[config.mk]
export PLATFORM = sky130hd
export DESIGN_NAME = calc1_port_scheduler_flat
export DESIGN_NICKNAME = d
export VERILOG_FILES = /design/src/rtl/calc1_port_scheduler_if.sv /design/src/rtl/calc1_port_scheduler.sv /design/src/flat_wrapper.sv
export SDC_FILE = /design/constraint.sdc
export NUM_CORES = 1
export LEC_CHECK = 0
export ABC_AREA = 1
export CAP_MARGIN = 10
export CORE_UTILIZATION = 28
export CTS_CLUSTER_DIAMETER = 150
export CTS_CLUSTER_SIZE = 12
export DETAILED_ROUTE_END_ITERATION = 6
export DONT_BUFFER_PORTS = 1
export PLACE_DENSITY = 0.46
export REMOVE_ABC_BUFFERS = 1
export SLEW_MARGIN = 20
export SYNTH_ARGS = -nofsm -noshare
export SYNTH_HDL_FRONTEND = slang
export SYNTH_SLANG_ARGS = --single-unit
[constraint.sdc]
create_clock -name c_clk -period 15.5 [get_ports c_clk]
set_input_delay 2.325 -clock c_clk [delete_from_list [all_inputs] [get_ports c_clk]]
set_output_delay 2.325 -clock c_clk [all_outputs]
set_load 0.01 [all_outputs]
[src/rtl/calc1_port_scheduler_if.sv]
// rtl/calc1_port_scheduler_if.sv - requester and shared-unit signal bundle for calc1_port_scheduler
interface calc1_port_scheduler_if #(
    parameter int DATA_W = 32,
    parameter int CMD_W  = 4
);
    logic [4*CMD_W-1:0]  req_cmd_in;
    logic [4*DATA_W-1:0] req_data_in;
    logic [4*DATA_W-1:0] out_data;
    logic [7:0]          out_resp;
    logic                alu_valid;
    logic [CMD_W-1:0]    alu_cmd;
    logic [DATA_W-1:0]   alu_op1;
    logic [DATA_W-1:0]   alu_op2;
    logic                alu_ready;
    logic                alu_done;
    logic [DATA_W-1:0]   alu_result;
    logic [1:0]          alu_resp;
    logic [3:0]          busy_ports;

    modport master (
        output req_cmd_in, req_data_in, alu_ready, alu_done, alu_result, alu_resp,
        input  out_data, out_resp, alu_valid, alu_cmd, alu_op1, alu_op2, busy_ports
    );

    modport slave (
        input  req_cmd_in, req_data_in, alu_ready, alu_done, alu_result, alu_resp,
        output out_data, out_resp, alu_valid, alu_cmd, alu_op1, alu_op2, busy_ports
    );
endinterface

[src/rtl/calc1_port_scheduler.sv]
// rtl/calc1_port_scheduler.sv - four-port round-robin front end for the shared calc1 unit
module calc1_port_scheduler #(
    parameter int DATA_W  = 32,
    parameter int CMD_W   = 4,
    parameter int TIMEOUT = 255
) (
    input logic c_clk,
    input logic reset,
    calc1_port_scheduler_if.slave bus
);
    typedef enum logic [2:0] {S_IDLE, S_OP2, S_PEND, S_ISSUED, S_RESP} port_state_e;

    // Counter holds cycles since issue minus one, so the limit fires one edge early
    // and the timeout response lands exactly TIMEOUT cycles after the issue strobe.
    localparam logic [10:0] TMO_LIM = 11'(TIMEOUT);

    port_state_e        state_q [4];
    port_state_e        state_d [4];
    logic [CMD_W-1:0]   cmd_q   [4];
    logic [CMD_W-1:0]   cmd_d   [4];
    logic [DATA_W-1:0]  op1_q   [4];
    logic [DATA_W-1:0]  op1_d   [4];
    logic [DATA_W-1:0]  op2_q   [4];
    logic [DATA_W-1:0]  op2_d   [4];
    logic [DATA_W-1:0]  rdata_q [4];
    logic [DATA_W-1:0]  rdata_d [4];
    logic [1:0]         rcode_q [4];
    logic [1:0]         rcode_d [4];

    logic               unit_busy_q, unit_busy_d;
    logic [1:0]         owner_q, owner_d;
    logic [1:0]         rr_ptr_q, rr_ptr_d;
    logic [10:0]        tmo_cnt_q, tmo_cnt_d;
    logic [CMD_W-1:0]   alu_cmd_q, alu_cmd_d;
    logic [DATA_W-1:0]  alu_op1_q, alu_op1_d;
    logic [DATA_W-1:0]  alu_op2_q, alu_op2_d;

    logic               grant_vld;
    logic [1:0]         grant_idx;
    logic [1:0]         scan_idx;
    logic               done_hit;
    logic               tmo_hit;

    function automatic logic cmd_valid(input logic [CMD_W-1:0] c);
        return (c == CMD_W'(1)) || (c == CMD_W'(2)) || (c == CMD_W'(5)) || (c == CMD_W'(6));
    endfunction

    // State registers for all ports, the shared-unit tracker and the issue hold registers
    always_ff @(posedge c_clk or posedge reset) begin
        if (reset) begin
            for (int n = 0; n < 4; n++) begin
                state_q[n] <= S_IDLE;
                cmd_q[n]   <= '0;
                op1_q[n]   <= '0;
                op2_q[n]   <= '0;
                rdata_q[n] <= '0;
                rcode_q[n] <= '0;
            end
            unit_busy_q <= 1'b0;
            owner_q     <= 2'd0;
            rr_ptr_q    <= 2'd3;
            tmo_cnt_q   <= '0;
            alu_cmd_q   <= '0;
            alu_op1_q   <= '0;
            alu_op2_q   <= '0;
        end else begin
            for (int n = 0; n < 4; n++) begin
                state_q[n] <= state_d[n];
                cmd_q[n]   <= cmd_d[n];
                op1_q[n]   <= op1_d[n];
                op2_q[n]   <= op2_d[n];
                rdata_q[n] <= rdata_d[n];
                rcode_q[n] <= rcode_d[n];
            end
            unit_busy_q <= unit_busy_d;
            owner_q     <= owner_d;
            rr_ptr_q    <= rr_ptr_d;
            tmo_cnt_q   <= tmo_cnt_d;
            alu_cmd_q   <= alu_cmd_d;
            alu_op1_q   <= alu_op1_d;
            alu_op2_q   <= alu_op2_d;
        end
    end

    // Round-robin search for the first pending port after the pointer, only when the unit is free
    always_comb begin
        grant_vld = 1'b0;
        grant_idx = rr_ptr_q;
        scan_idx  = rr_ptr_q;
        if (!unit_busy_q && bus.alu_ready) begin
            for (int i = 1; i <= 4; i++) begin
                scan_idx = rr_ptr_q + 2'(i);
                if (!grant_vld && state_q[scan_idx] == S_PEND) begin
                    grant_vld = 1'b1;
                    grant_idx = scan_idx;
                end
            end
        end
    end

    // Shared-unit ownership, completion/timeout detection and pointer update
    always_comb begin
        done_hit    = unit_busy_q && bus.alu_done;
        tmo_hit     = unit_busy_q && !bus.alu_done && ((tmo_cnt_q + 11'd2) >= TMO_LIM);
        unit_busy_d = unit_busy_q;
        owner_d     = owner_q;
        rr_ptr_d    = rr_ptr_q;
        tmo_cnt_d   = tmo_cnt_q;
        if (done_hit || tmo_hit) begin
            unit_busy_d = 1'b0;
        end else if (grant_vld) begin
            unit_busy_d = 1'b1;
            owner_d     = grant_idx;
            rr_ptr_d    = grant_idx;
            tmo_cnt_d   = '0;
        end else if (unit_busy_q) begin
            tmo_cnt_d   = tmo_cnt_q + 11'd1;
        end
    end

    // Per-port request FSM: capture cmd/op1, capture op2, wait, issue, respond
    always_comb begin
        for (int n = 0; n < 4; n++) begin
            state_d[n] = state_q[n];
            cmd_d[n]   = cmd_q[n];
            op1_d[n]   = op1_q[n];
            op2_d[n]   = op2_q[n];
            rdata_d[n] = rdata_q[n];
            rcode_d[n] = rcode_q[n];
            case (state_q[n])
                S_IDLE: begin
                    if (bus.req_cmd_in[n*CMD_W +: CMD_W] != '0) begin
                        cmd_d[n]   = bus.req_cmd_in[n*CMD_W +: CMD_W];
                        op1_d[n]   = bus.req_data_in[n*DATA_W +: DATA_W];
                        state_d[n] = S_OP2;
                    end
                end
                S_OP2: begin
                    op2_d[n] = bus.req_data_in[n*DATA_W +: DATA_W];
                    if (cmd_valid(cmd_q[n])) begin
                        state_d[n] = S_PEND;
                    end else begin
                        rcode_d[n] = 2'b10;
                        rdata_d[n] = '0;
                        state_d[n] = S_RESP;
                    end
                end
                S_PEND: begin
                    if (grant_vld && grant_idx == 2'(n)) state_d[n] = S_ISSUED;
                end
                S_ISSUED: begin
                    if (owner_q == 2'(n) && done_hit) begin
                        rcode_d[n] = bus.alu_resp;
                        rdata_d[n] = bus.alu_result;
                        state_d[n] = S_RESP;
                    end else if (owner_q == 2'(n) && tmo_hit) begin
                        rcode_d[n] = 2'b11;
                        rdata_d[n] = '0;
                        state_d[n] = S_RESP;
                    end
                end
                S_RESP:  state_d[n] = S_IDLE;
                default: state_d[n] = S_IDLE;
            endcase
        end
    end

    // Issue bus (held between grants) and per-port response/busy outputs
    always_comb begin
        alu_cmd_d = alu_cmd_q;
        alu_op1_d = alu_op1_q;
        alu_op2_d = alu_op2_q;
        if (grant_vld) begin
            alu_cmd_d = cmd_q[grant_idx];
            alu_op1_d = op1_q[grant_idx];
            alu_op2_d = op2_q[grant_idx];
        end
        bus.alu_valid  = grant_vld;
        bus.alu_cmd    = alu_cmd_d;
        bus.alu_op1    = alu_op1_d;
        bus.alu_op2    = alu_op2_d;
        bus.out_data   = '0;
        bus.out_resp   = '0;
        bus.busy_ports = '0;
        for (int n = 0; n < 4; n++) begin
            bus.busy_ports[n] = (state_q[n] != S_IDLE);
            if (state_q[n] == S_RESP) begin
                bus.out_data[n*DATA_W +: DATA_W] = rdata_q[n];
                bus.out_resp[n*2 +: 2]           = rcode_q[n];
            end
        end
    end
endmodule
[src/flat_wrapper.sv]
// flat-port wrapper written by rule: the top's interface ports become plain ports
module calc1_port_scheduler_flat 
#(
    parameter int DATA_W  = 32,
    parameter int CMD_W   = 4,
    parameter int TIMEOUT = 255
)
  (c_clk, reset, bus_req_cmd_in, bus_req_data_in, bus_alu_ready, bus_alu_done, bus_alu_result, bus_alu_resp, bus_out_data, bus_out_resp, bus_alu_valid, bus_alu_cmd, bus_alu_op1, bus_alu_op2, bus_busy_ports);
  calc1_port_scheduler_if #(.DATA_W(DATA_W), .CMD_W(CMD_W)) bus_i ();
  input logic c_clk;
  input logic reset;
  input wire logic [$bits(bus_i.req_cmd_in)-1:0] bus_req_cmd_in;
  input wire logic [$bits(bus_i.req_data_in)-1:0] bus_req_data_in;
  input wire logic [$bits(bus_i.alu_ready)-1:0] bus_alu_ready;
  input wire logic [$bits(bus_i.alu_done)-1:0] bus_alu_done;
  input wire logic [$bits(bus_i.alu_result)-1:0] bus_alu_result;
  input wire logic [$bits(bus_i.alu_resp)-1:0] bus_alu_resp;
  output wire logic [$bits(bus_i.out_data)-1:0] bus_out_data;
  output wire logic [$bits(bus_i.out_resp)-1:0] bus_out_resp;
  output wire logic [$bits(bus_i.alu_valid)-1:0] bus_alu_valid;
  output wire logic [$bits(bus_i.alu_cmd)-1:0] bus_alu_cmd;
  output wire logic [$bits(bus_i.alu_op1)-1:0] bus_alu_op1;
  output wire logic [$bits(bus_i.alu_op2)-1:0] bus_alu_op2;
  output wire logic [$bits(bus_i.busy_ports)-1:0] bus_busy_ports;
  assign bus_i.req_cmd_in = bus_req_cmd_in;
  assign bus_i.req_data_in = bus_req_data_in;
  assign bus_i.alu_ready = bus_alu_ready;
  assign bus_i.alu_done = bus_alu_done;
  assign bus_i.alu_result = bus_alu_result;
  assign bus_i.alu_resp = bus_alu_resp;
  assign bus_out_data = bus_i.out_data;
  assign bus_out_resp = bus_i.out_resp;
  assign bus_alu_valid = bus_i.alu_valid;
  assign bus_alu_cmd = bus_i.alu_cmd;
  assign bus_alu_op1 = bus_i.alu_op1;
  assign bus_alu_op2 = bus_i.alu_op2;
  assign bus_busy_ports = bus_i.busy_ports;
  calc1_port_scheduler #(.DATA_W(DATA_W), .CMD_W(CMD_W), .TIMEOUT(TIMEOUT)) u_core (.c_clk(c_clk), .reset(reset), .bus(bus_i));
endmodule
==> impl_results.html, run 1 <==
<table>
<tr><th>Metric</th><th>Value</th></tr>
<tr><th colspan="2">Critical path</th></tr>
<tr><td>Worst flop-to-flop path endpoint</td><td>u_core.alu_op2_q[9]$_DFF_PP0_</td></tr>
<tr><td>Most used cell along the critical path</td><td>sky130_fd_sc_hd__nand2_1</td></tr>
<tr><td>Slowest Stage Delay on Critical Path</td><td>0.71 ns</td></tr>
<tr><td>Startpoint kind of the worst setup timing path</td><td>input port</td></tr>
<tr><td>Setup slack on the worst flop-to-flop path</td><td>10.93 ns</td></tr>
<tr><td>Endpoint of the most critical setup path</td><td>bus_alu_op2[9]</td></tr>
<tr><td>Arrival time at the worst endpoint</td><td>5.63 ns</td></tr>
<tr><td>Worst path buffer plus inverter count</td><td>2</td></tr>
<tr><td>Cell with the largest stage delay on the worst path</td><td>sky130_fd_sc_hd__buf_4</td></tr>
<tr><td>Crit end category</td><td>primary output</td></tr>
<tr><td>CP Max Fanout</td><td>73</td></tr>
<tr><td>Start of the worst register-to-register path</td><td>u_core.rr_ptr_q[0]$_DFFE_PP1P_</td></tr>
<tr><td>R2r worst-path depth</td><td>19</td></tr>
<tr><td>Gate family responsible for the most delay along the worst path</td><td>simple AND/OR/NAND/NOR gates</td></tr>
<tr><td>Start point of the critical path</td><td>bus_alu_ready</td></tr>
<tr><td>Count of cell instances traversed by the critical path</td><td>11</td></tr>
<tr><td>Critical Setup Path Class</td><td>input port to primary output</td></tr>
<tr><td>Series of cell instances along the critical path</td><td>inv_1, nor2_1, nand2_4, nand2_8, buf_4, nand2_1, nand2_1, nand2_1, nand2_1, nand2_1, nand2_1</td></tr>
<tr><td>CP Data Required Time</td><td>13.18 ns</td></tr>
<tr><th colspan="2">Die</th></tr>
<tr><td>Floorplan core area</td><td>82,500 um2</td></tr>
<tr><td>Die outline area</td><td>~85,000 um2</td></tr>
<tr><td>Initial Util</td><td>28.4%</td></tr>
<tr><td>Std-Cell Rows</td><td>about 110</td></tr>
<tr><td>Die span in y</td><td>291 um</td></tr>
<tr><td>Total I/O pin count</td><td>391</td></tr>
<tr><td>Floorplan die width</td><td>~290 um</td></tr>
<tr><th colspan="2">Drt</th></tr>
<tr><td>Average routed wire per standard cell</td><td>19.6 um</td></tr>
<tr><td>Detailed-route via count</td><td>18,900</td></tr>
<tr><td>Router iterations before antenna repair</td><td>5</td></tr>
<tr><td>Via/cell ratio</td><td>4.63</td></tr>
<tr><td>Count of routing violations after the opening detailed-route iteration</td><td>between 1,000 and 1,500</td></tr>
<tr><td>Antenna violation net count after detailed routing</td><td>0</td></tr>
<tr><td>Remaining DRCs</td><td>0</td></tr>
<tr><td>Total wirelength of the detailed-routed design</td><td>79.8 mm</td></tr>
<tr><th colspan="2">Yosys</th></tr>
<tr><td>Mapped Area</td><td>between 20,000 and 25,000 um2</td></tr>
<tr><td>Library cell occupying the most area in the post-synthesis netlist</td><td>sky130_fd_sc_hd__dfrtp_1</td></tr>
<tr><td>Syn avg cell area</td><td>7.58 um2</td></tr>
<tr><td>Yosys warns</td><td>0</td></tr>
<tr><td>Number of synthesized flops with an enable pin</td><td>0</td></tr>
<tr><td>Number of cells produced by synthesis</td><td>roughly 3,100</td></tr>
<tr><td>Post-synthesis sequential area ratio</td><td>53.8%</td></tr>
<tr><td>Number of distinct library cells after synthesis</td><td>37</td></tr>
<tr><td>Proportion of register bits with asynchronous set or reset after synthesis</td><td>100%</td></tr>
<tr><td>Main flop type after synthesis</td><td>sky130_fd_sc_hd__dfrtp_1</td></tr>
<tr><td>Cells taking the most area after synthesis</td><td>sky130_fd_sc_hd__dfrtp_1 (54%), sky130_fd_sc_hd__nand2_1 (20%), sky130_fd_sc_hd__o21ai_0 (8.8%)</td></tr>
<tr><td>Fraction of synthesized cell area taken by the top area cell type</td><td>around 54%</td></tr>
<tr><td>Register bit count reported by yosys</td><td>504</td></tr>
<tr><th colspan="2">Finish</th></tr>
<tr><td>Fill cell count</td><td>about 9,100</td></tr>
<tr><td>Final Instance Count excl. Fillers</td><td>between 4,000 and 5,000</td></tr>
<tr><td>Synth-to-Final Area Change</td><td>9.10%</td></tr>
<tr><td>Layout cells sized above 1</td><td>3.82%</td></tr>
<tr><td>Number of nets in the layout</td><td>3,189</td></tr>
<tr><th colspan="2">Clock tree</th></tr>
<tr><td>Clock sink count</td><td>slightly above 500</td></tr>
<tr><td>Clk slew on worst S/H paths</td><td>0.06 ns</td></tr>
<tr><td>TritonCTS Buffers</td><td>47</td></tr>
<tr><td>Root Driver</td><td>sky130_fd_sc_hd__clkbuf_16</td></tr>
<tr><td>Clk buf depth</td><td>3</td></tr>
<tr><td>H-tree Lvls</td><td>2</td></tr>
<tr><td>Clock latency of the later-clocked register in the worst-skew pair</td><td>0.62 ns</td></tr>
<tr><td>Post CTS Setup Buffer Count</td><td>0</td></tr>
<tr><td>Clock tree from TritonCTS</td><td>built</td></tr>
<tr><td># hold bufs at CTS</td><td>0</td></tr>
<tr><td>CTS-repair resized insts</td><td>0</td></tr>
<tr><th colspan="2">Job</th></tr>
<tr><td>Max cap viols</td><td>0</td></tr>
<tr><th colspan="2">GRT</th></tr>
<tr><td>Maximum number of pins on one net before global-route repair</td><td>162</td></tr>
<tr><td>Tot GR Track Use</td><td>18.7%</td></tr>
<tr><td>Via count of the first global-routing pass</td><td>18,900</td></tr>
<tr><td>Initial antenna violation count</td><td>10</td></tr>
<tr><td>Total gr overflow</td><td>0</td></tr>
<tr><td>First-pass GRT wire length</td><td>122 mm</td></tr>
<tr><th colspan="2">Timing</th></tr>
<tr><td>Max Freq</td><td>0.126 GHz</td></tr>
<tr><td>Final-layout worst hold slack</td><td>0.482 ns</td></tr>
<tr><td>Post-layout minimum cycle time</td><td>around 8 ns</td></tr>
<tr><td>Tightest slew margin relative to the limit</td><td>27.5%</td></tr>
<tr><td>Post-route worst setup slack</td><td>7.55 ns</td></tr>
<tr><td>Unrepaired setup endpoints after global routing</td><td>no</td></tr>
<tr><td>Max-slew violation count</td><td>0</td></tr>
<tr><td>Period utilization</td><td>51.3%</td></tr>
<tr><td>Setup TNS</td><td>0 ns</td></tr>
<tr><td># setup viols final</td><td>0</td></tr>
<tr><td>Max Clock Skew</td><td>0.0428 ns</td></tr>
<tr><td>Fin. Hold Viols</td><td>0</td></tr>
<tr><td>Transition at the pin with the smallest max-transition slack</td><td>approximately 1.1 ns</td></tr>
<tr><th colspan="2">Placed design</th></tr>
<tr><td>Placed instance count</td><td>4,024</td></tr>
<tr><td>Worst setup slack before clock tree synthesis</td><td>7.48 ns</td></tr>
<tr><td>Port Buf Inserts</td><td>0</td></tr>
<tr><td>Sum of net half-perimeters after detailed placement</td><td>approximately 50 mm</td></tr>
<tr><td>RD Place Congestion</td><td>~0.8</td></tr>
<tr><th colspan="2">Power and ir drop</th></tr>
<tr><td>Power consumption</td><td>between 5 and 6 mW</td></tr>
<tr><td>Maximum vdd drop</td><td>approximately 0.00019 V</td></tr>
<tr><td>Pwr per Cell Area</td><td>220 nW/um2</td></tr>
<tr><td>Leakage component of the power</td><td>12.8 nW</td></tr>
<tr><th colspan="2">Hold path</th></tr>
<tr><td>Worst min-delay path category</td><td>register to register</td></tr>
<tr><th colspan="2">Run status</th></tr>
<tr><td>Result of the run</td><td>complete, no violations</td></tr>
</table>
## worst min-delay path by stage
stage / from / end / slack [ns] / cells past startpoint
final: u_core.op1_q[43]$_DFFE_PP0P_ / u_core.op1_q[43]$_DFFE_PP0P_ / 0.48 / 2
after global routing: u_core.op1_q[120]$_DFFE_PP0P_ / u_core.op1_q[120]$_DFFE_PP0P_ / 0.50 / 2
after CTS: u_core.rdata_q[62]$_DFFE_PP0P_ / u_core.rdata_q[62]$_DFFE_PP0P_ / 0.49 / 2
after detailed placement: u_core.rdata_q[116]$_DFFE_PP0P_ / u_core.rdata_q[116]$_DFFE_PP0P_ / 0.47 / 2
after global placement: u_core.rdata_q[10]$_DFFE_PP0P_ / u_core.rdata_q[10]$_DFFE_PP0P_ / 0.47 / 2
after floorplan: u_core.rcode_q[0]$_DFFE_PP0P_ / u_core.rcode_q[0]$_DFFE_PP0P_ / 0.45 / 2
## layout make-up
type                       count  area, um2  share of cell area (%)
inverter                     367       1390                    5.42
multi-input combinational   2057       8740                    34.2
clock inverter                 3       76.3                   0.299
tap                         1070       1340                    5.24
sequential                   504      12600                    49.3
antenna                        1       2.50                 0.00979
timing repair buffer          26        208                   0.812
clock buffer                  53       1200                    4.69
## cell usage in the layout (no fill, tap or decap), types with 9 or more instances in the layout
master                      netlist  final
sky130_fd_sc_hd__nand4_1         12     12
sky130_fd_sc_hd__inv_1          360    357
sky130_fd_sc_hd__buf_4            5     25
sky130_fd_sc_hd__nand2_1       1263   1258
sky130_fd_sc_hd__dfrtp_1        502    502
sky130_fd_sc_hd__nor2_1         199    199
sky130_fd_sc_hd__a21oi_1         13     13
sky130_fd_sc_hd__o21ai_0        412    412
sky130_fd_sc_hd__nand3_1        107    101
sky130_fd_sc_hd__clkbuf_16        0     47
sky130_fd_sc_hd__nand3_2          5      9
## cells in the mapped netlist, types with 2 or more instances
| cell type | n |
|---|---|
| sky130_fd_sc_hd__o21ai_1 | 5 |
| sky130_fd_sc_hd__clkbuf_1 | 97 |
| sky130_fd_sc_hd__inv_2 | 7 |
| sky130_fd_sc_hd__nor2_1 | 199 |
| sky130_fd_sc_hd__nand2_2 | 4 |
| sky130_fd_sc_hd__nand3b_1 | 2 |
| sky130_fd_sc_hd__dfrtp_1 | 502 |
| sky130_fd_sc_hd__nand3_1 | 107 |
| sky130_fd_sc_hd__mux2_2 | 2 |
| sky130_fd_sc_hd__buf_4 | 5 |
| sky130_fd_sc_hd__a31oi_1 | 3 |
| sky130_fd_sc_hd__a21oi_1 | 13 |
| sky130_fd_sc_hd__xor2_1 | 8 |
| sky130_fd_sc_hd__nor3_1 | 2 |
| sky130_fd_sc_hd__inv_1 | 360 |
| sky130_fd_sc_hd__o41ai_1 | 3 |
| sky130_fd_sc_hd__buf_6 | 12 |
| sky130_fd_sc_hd__nand2_4 | 2 |
| sky130_fd_sc_hd__nand2_1 | 1263 |
| sky130_fd_sc_hd__nand4_1 | 12 |
| sky130_fd_sc_hd__buf_1 | 7 |
| sky130_fd_sc_hd__buf_2 | 42 |
| sky130_fd_sc_hd__ha_1 | 4 |
| sky130_fd_sc_hd__nor4_1 | 2 |
| sky130_fd_sc_hd__dfstp_2 | 2 |
| sky130_fd_sc_hd__nand3_2 | 5 |
| sky130_fd_sc_hd__o21ai_0 | 412 |
## report_power, final
group          total, mW  switching (mW)  internal [mW]
clock               1.08           0.533          0.547
combinational       2.47            1.85          0.629
sequential          2.07           0.274           1.80
total               5.63            2.65           2.98
## per-stage QoR
| step | cell area, um2 | util (%) |
|---|---|---|
| after CTS | 25600 | 31.0 |
| after global placement | 24300 | 29.4 |
| after global routing | 25600 | 31.0 |
| after detailed placement | 24300 | 29.4 |
| final | 25600 | 31.0 |
| after floorplan | 22600 | - |
## metal layers
layer  routed length [um]  up-vias  GRT usage (%)
li1                     -     9248              -
met1                37700     9115           26.1
met2                36600      407           29.9
met3                 3410      113           2.94
met4                 1990       10           4.92
met5                   71        -              0
## worst register-to-register path, cell delays in order (launching register included)
cell and delay (ns):
sky130_fd_sc_hd__dfstp_2 0.76, sky130_fd_sc_hd__inv_2 0.25, sky130_fd_sc_hd__nand2_1 0.11, sky130_fd_sc_hd__nand2_1 0.14, sky130_fd_sc_hd__nor2_1 0.12, sky130_fd_sc_hd__nand2_1 0.10
sky130_fd_sc_hd__nand2_2 0.11, sky130_fd_sc_hd__nand2_1 0.05, sky130_fd_sc_hd__nand2_1 0.07, sky130_fd_sc_hd__nand2_1 0.07, sky130_fd_sc_hd__nand2_2 0.11, sky130_fd_sc_hd__nand2_4 0.53
sky130_fd_sc_hd__nand2_8 0.71, sky130_fd_sc_hd__buf_4 0.73, sky130_fd_sc_hd__nand2_1 0.19, sky130_fd_sc_hd__nand2_1 0.09, sky130_fd_sc_hd__nand2_1 0.05, sky130_fd_sc_hd__nand2_1 0.08
sky130_fd_sc_hd__nand2_1 0.08, sky130_fd_sc_hd__nand2_1 0.19
## cells by family after synthesis
logic type	synth area share, %
multiplexers	0.139
AO/OA/AOI/OAI	9.62
flip-flops	53.8
XOR/XNOR	0.336
adder cells (fa/ha/maj)	0.214
AND/OR/NAND/NOR	26.6
buffers and inverters	9.24
## state kept, by name, indices dropped and copies added, names as in the netlist, 4 cells and up
name	cells
u_core.op2_q	128
u_core.state_q	12
u_core.alu_op2_q	32
u_core.alu_op1_q	32
u_core.tmo_cnt_q	11
u_core.rcode_q	8
u_core.cmd_q	16
u_core.alu_cmd_q	4
u_core.rdata_q	128
u_core.op1_q	128
Note: power is estimated with default switching activity, not from simulation.
==> run 2: changes to the inputs <==
clock period = 6.5 ns   (was 15.5 ns; I/O delays follow)
==> run 2 against run 1 <==
Against the previous run:
- setup slack worse by 6.3 ns
- via count down 0.58%
- final cell count is 0.17% higher
- sequential share of layout area decreased by 0.063 points
- clock power is 140% higher
- first-iteration DRC count shrank 13%
- clock skew is 0.010 ns lower
==> impl_results.html, run 2 (synthesis results as in run 1) <==
<table>
<tr><th>Metric</th><th>Value</th></tr>
<tr><th colspan="2">Power and ir drop</th></tr>
<tr><td>Clock network power share</td><td>between 10% and 20%</td></tr>
<tr><td>Internal power component</td><td>7.13 mW</td></tr>
<tr><td>Relative contribution of sequential cells to total power</td><td>36.7%</td></tr>
<tr><td>Power spent charging and discharging nets</td><td>6.34 mW</td></tr>
<tr><td>Leakage component of the power</td><td>12.8 nW</td></tr>
<tr><td>Combinational cell fraction of total power</td><td>between 40 and 50%</td></tr>
<tr><td>Pwr per Cell Area</td><td>526 nW/um2</td></tr>
<tr><td>Maximum vdd drop</td><td>roughly 0.00037 V</td></tr>
<tr><td>Switching share of power</td><td>47.1%</td></tr>
<tr><td>Power consumption</td><td>13.5 mW</td></tr>
<tr><th colspan="2">Placed design</th></tr>
<tr><td>Sum of net half-perimeters after detailed placement</td><td>49.3 mm</td></tr>
<tr><td>Worst setup slack before clock tree synthesis</td><td>1.80 ns</td></tr>
<tr><td>Port Buf Inserts</td><td>0</td></tr>
<tr><td>Placed instance count</td><td>4,023</td></tr>
<tr><td>RD Place Congestion</td><td>0.824</td></tr>
<tr><th colspan="2">Critical path</th></tr>
<tr><td>Start of the worst register-to-register path</td><td>u_core.rr_ptr_q[0]$_DFFE_PP1P_</td></tr>
<tr><td>Cell with the largest stage delay on the worst path</td><td>sky130_fd_sc_hd__dfstp_2</td></tr>
<tr><td>Worst flop-to-flop path endpoint</td><td>u_core.alu_op1_q[8]$_DFF_PP0_</td></tr>
<tr><td>Crit end category</td><td>primary output</td></tr>
<tr><td>Arrival time at the worst endpoint</td><td>approximately 4.3 ns</td></tr>
<tr><td>Critical Setup Path Class</td><td>register to primary output</td></tr>
<tr><td>CP Max Fanout</td><td>between 40 and 50</td></tr>
<tr><td>Startpoint kind of the worst setup timing path</td><td>register</td></tr>
<tr><td>Setup slack on the worst flop-to-flop path</td><td>2.67 ns</td></tr>
<tr><td>Series of cell instances along the critical path</td><td>inv_2, nand3_1, nand2_1, nand2_1, nand2_2, nor2_2, nand4_1, nand2_4, clkinv_2, buf_4, nand2_1, nand2_1</td></tr>
<tr><td>Slowest Stage Delay on Critical Path</td><td>about 0.76 ns</td></tr>
<tr><td>Most used cell along the critical path</td><td>sky130_fd_sc_hd__nand2_1</td></tr>
<tr><td>R2r worst-path depth</td><td>12</td></tr>
<tr><td>CP Data Required Time</td><td>5.52 ns</td></tr>
<tr><th colspan="2">Clock tree</th></tr>
<tr><td>Clk slew on worst S/H paths</td><td>~0.07 ns</td></tr>
<tr><td>H-tree Lvls</td><td>2</td></tr>
<tr><td>Clock latency of the later-clocked register in the worst-skew pair</td><td>0.60 ns</td></tr>
<tr><td>TritonCTS Buffers</td><td>47</td></tr>
<tr><td>Clock tree from TritonCTS</td><td>built</td></tr>
<tr><td>Clk buf depth</td><td>3</td></tr>
<tr><td># hold bufs at CTS</td><td>0</td></tr>
<tr><td>Post CTS Setup Buffer Count</td><td>0</td></tr>
<tr><td>CTS-repair resized insts</td><td>0</td></tr>
<tr><td>Clock sink count</td><td>504</td></tr>
<tr><td>Root Driver</td><td>sky130_fd_sc_hd__clkbuf_16</td></tr>
<tr><th colspan="2">GRT</th></tr>
<tr><td>Tot GR Track Use</td><td>18.7%</td></tr>
<tr><td>Maximum number of pins on one net before global-route repair</td><td>172</td></tr>
<tr><td>Initial antenna violation count</td><td>8</td></tr>
<tr><td>First-pass GRT wire length</td><td>122 mm</td></tr>
<tr><td>Via count of the first global-routing pass</td><td>19,000</td></tr>
<tr><td>Total gr overflow</td><td>0</td></tr>
<tr><th colspan="2">Die</th></tr>
<tr><td>Die outline area</td><td>84,900 um2</td></tr>
<tr><td>Std-Cell Rows</td><td>105</td></tr>
<tr><td>Die span in y</td><td>roughly 300 um</td></tr>
<tr><td>Floorplan core area</td><td>slightly above 80,000 um2</td></tr>
<tr><td>Total I/O pin count</td><td>roughly 400</td></tr>
<tr><td>Initial Util</td><td>28.4%</td></tr>
<tr><td>Floorplan die width</td><td>291 um</td></tr>
<tr><th colspan="2">Timing</th></tr>
<tr><td>Tightest slew margin relative to the limit</td><td>between 20 and 30%</td></tr>
<tr><td>Max Clock Skew</td><td>0.0326 ns</td></tr>
<tr><td>Post-layout minimum cycle time</td><td>5.24 ns</td></tr>
<tr><td># setup viols final</td><td>0</td></tr>
<tr><td>Max-slew violation count</td><td>0</td></tr>
<tr><td>Fin. Hold Viols</td><td>0</td></tr>
<tr><td>Period utilization</td><td>around 80%</td></tr>
<tr><td>Final-layout worst hold slack</td><td>0.253 ns</td></tr>
<tr><td>Transition at the pin with the smallest max-transition slack</td><td>1.11 ns</td></tr>
<tr><td>Max Freq</td><td>0.191 GHz</td></tr>
<tr><td>Post-route worst setup slack</td><td>between 1 and 1.5 ns</td></tr>
<tr><td>Unrepaired setup endpoints after global routing</td><td>no</td></tr>
<tr><th colspan="2">Job</th></tr>
<tr><td>Max cap viols</td><td>0</td></tr>
<tr><th colspan="2">Finish</th></tr>
<tr><td>Final cell utilization of the core</td><td>31.0%</td></tr>
<tr><td>Layout cells sized above 1</td><td>3.79%</td></tr>
<tr><td>Number of nets in the layout</td><td>3,188</td></tr>
<tr><td>Leading cell types in the layout, fill and taps excluded</td><td>sky130_fd_sc_hd__nand2_1 (1,258), sky130_fd_sc_hd__dfrtp_1 (502), sky130_fd_sc_hd__o21ai_0 (412), sky130_fd_sc_hd__inv_1 (357), sky130_fd_sc_hd__nor2_1 (199)</td></tr>
<tr><td>Top Registers</td><td>u_core.op1_q (128), u_core.op2_q (128), u_core.rdata_q (128)</td></tr>
<tr><td>Final Instance Count excl. Fillers</td><td>4,088</td></tr>
<tr><td>Fill cell count</td><td>roughly 9,000</td></tr>
<tr><td>Synth-to-Final Area Change</td><td>9.24%</td></tr>
<tr><td>Commonest non-fill, non-tap cell in the layout</td><td>sky130_fd_sc_hd__nand2_1</td></tr>
<tr><th colspan="2">Drt</th></tr>
<tr><td>Wire length on met3</td><td>3.59 mm</td></tr>
<tr><td>Met2 WL post-DR</td><td>about 37 mm</td></tr>
<tr><td>Highest metal used</td><td>met5</td></tr>
<tr><td>Remaining DRCs</td><td>0</td></tr>
<tr><td>Via/cell ratio</td><td>4.59</td></tr>
<tr><td>Total wirelength of the detailed-routed design</td><td>79.6 mm</td></tr>
<tr><td>Antenna violation net count after detailed routing</td><td>0</td></tr>
<tr><td>Average routed wire per standard cell</td><td>19.5 um</td></tr>
<tr><td>Met1 wire length</td><td>36.7 mm</td></tr>
<tr><td>Detailed-route via count</td><td>18,800</td></tr>
<tr><td>Count of routing violations after the opening detailed-route iteration</td><td>1,157</td></tr>
<tr><td>Router iterations before antenna repair</td><td>5</td></tr>
<tr><th colspan="2">Run status</th></tr>
<tr><td>Result of the run</td><td>complete, no violations</td></tr>
<tr><th colspan="2">Hold path</th></tr>
<tr><td>Worst min-delay path category</td><td>input port to asynchronous set/reset pin</td></tr>
</table>
[run 2: layout make-up]
class                   instances  area [um2]  area share (%)
clock buffers                  54        1220            4.78
repair buffers                 25         225           0.880
clock inverters                 2        46.3           0.181
well taps                    1070        1340            5.23
diodes                          9        22.5          0.0880
flip-flops and latches        504       12600            49.3
multi-input cells            2057        8740            34.1
inverters                     367        1390            5.42
[run 2: metrics by stage]
step / instance area [um2] / TNS, ns
finish: 25600 / 0
detailed placement: 24300 / 0
CTS: 25600 / 0
global route: 25600 / 0
floorplan: 22600 / -4298.35
global placement: 24300 / 0
[run 2: power by group through the flow]
stage,clock [mW],combinational [mW],sequential [mW]
floorplan,0,3.96,4.81
CTS,2.68,6.09,4.93
finish,2.57,5.96,4.94
global placement,0,6.06,4.97
global route,2.77,6.82,5.07
detailed placement,0,6.07,4.97
[run 2: worst max-delay path, delay by kind of cell, from the launching register on]
family                 cells  cell delay [ns]
AND/OR/NAND/NOR            9             1.34
buffers and inverters      3             1.50
flip-flops                 1             0.76
[run 2: worst max-delay path by stage]
stage | startpoint | end | cells after the start
6_report | u_core.rr_ptr_q[0]$_DFFE_PP1P_ | bus_alu_op2[4] | 12
5_1_grt | u_core.rr_ptr_q[0]$_DFFE_PP1P_ | bus_alu_op1[8] | 12
4_1_cts | u_core.rr_ptr_q[0]$_DFFE_PP1P_ | bus_alu_op1[8] | 12
3_5_place_dp | u_core.rr_ptr_q[0]$_DFFE_PP1P_ | bus_alu_op1[8] | 12
3_3_place_gp | u_core.rr_ptr_q[0]$_DFFE_PP1P_ | bus_alu_op1[8] | 12
2_1_floorplan | reset | u_core.alu_cmd_q[0]$_DFF_PP0_ | 1
[run 2: layer usage]
metal,vias up,GRT usage [%]
met4,2,5.41
met5,-,0
met2,405,30.7
li1,9245,-
met1,9044,25.3
met3,87,2.95
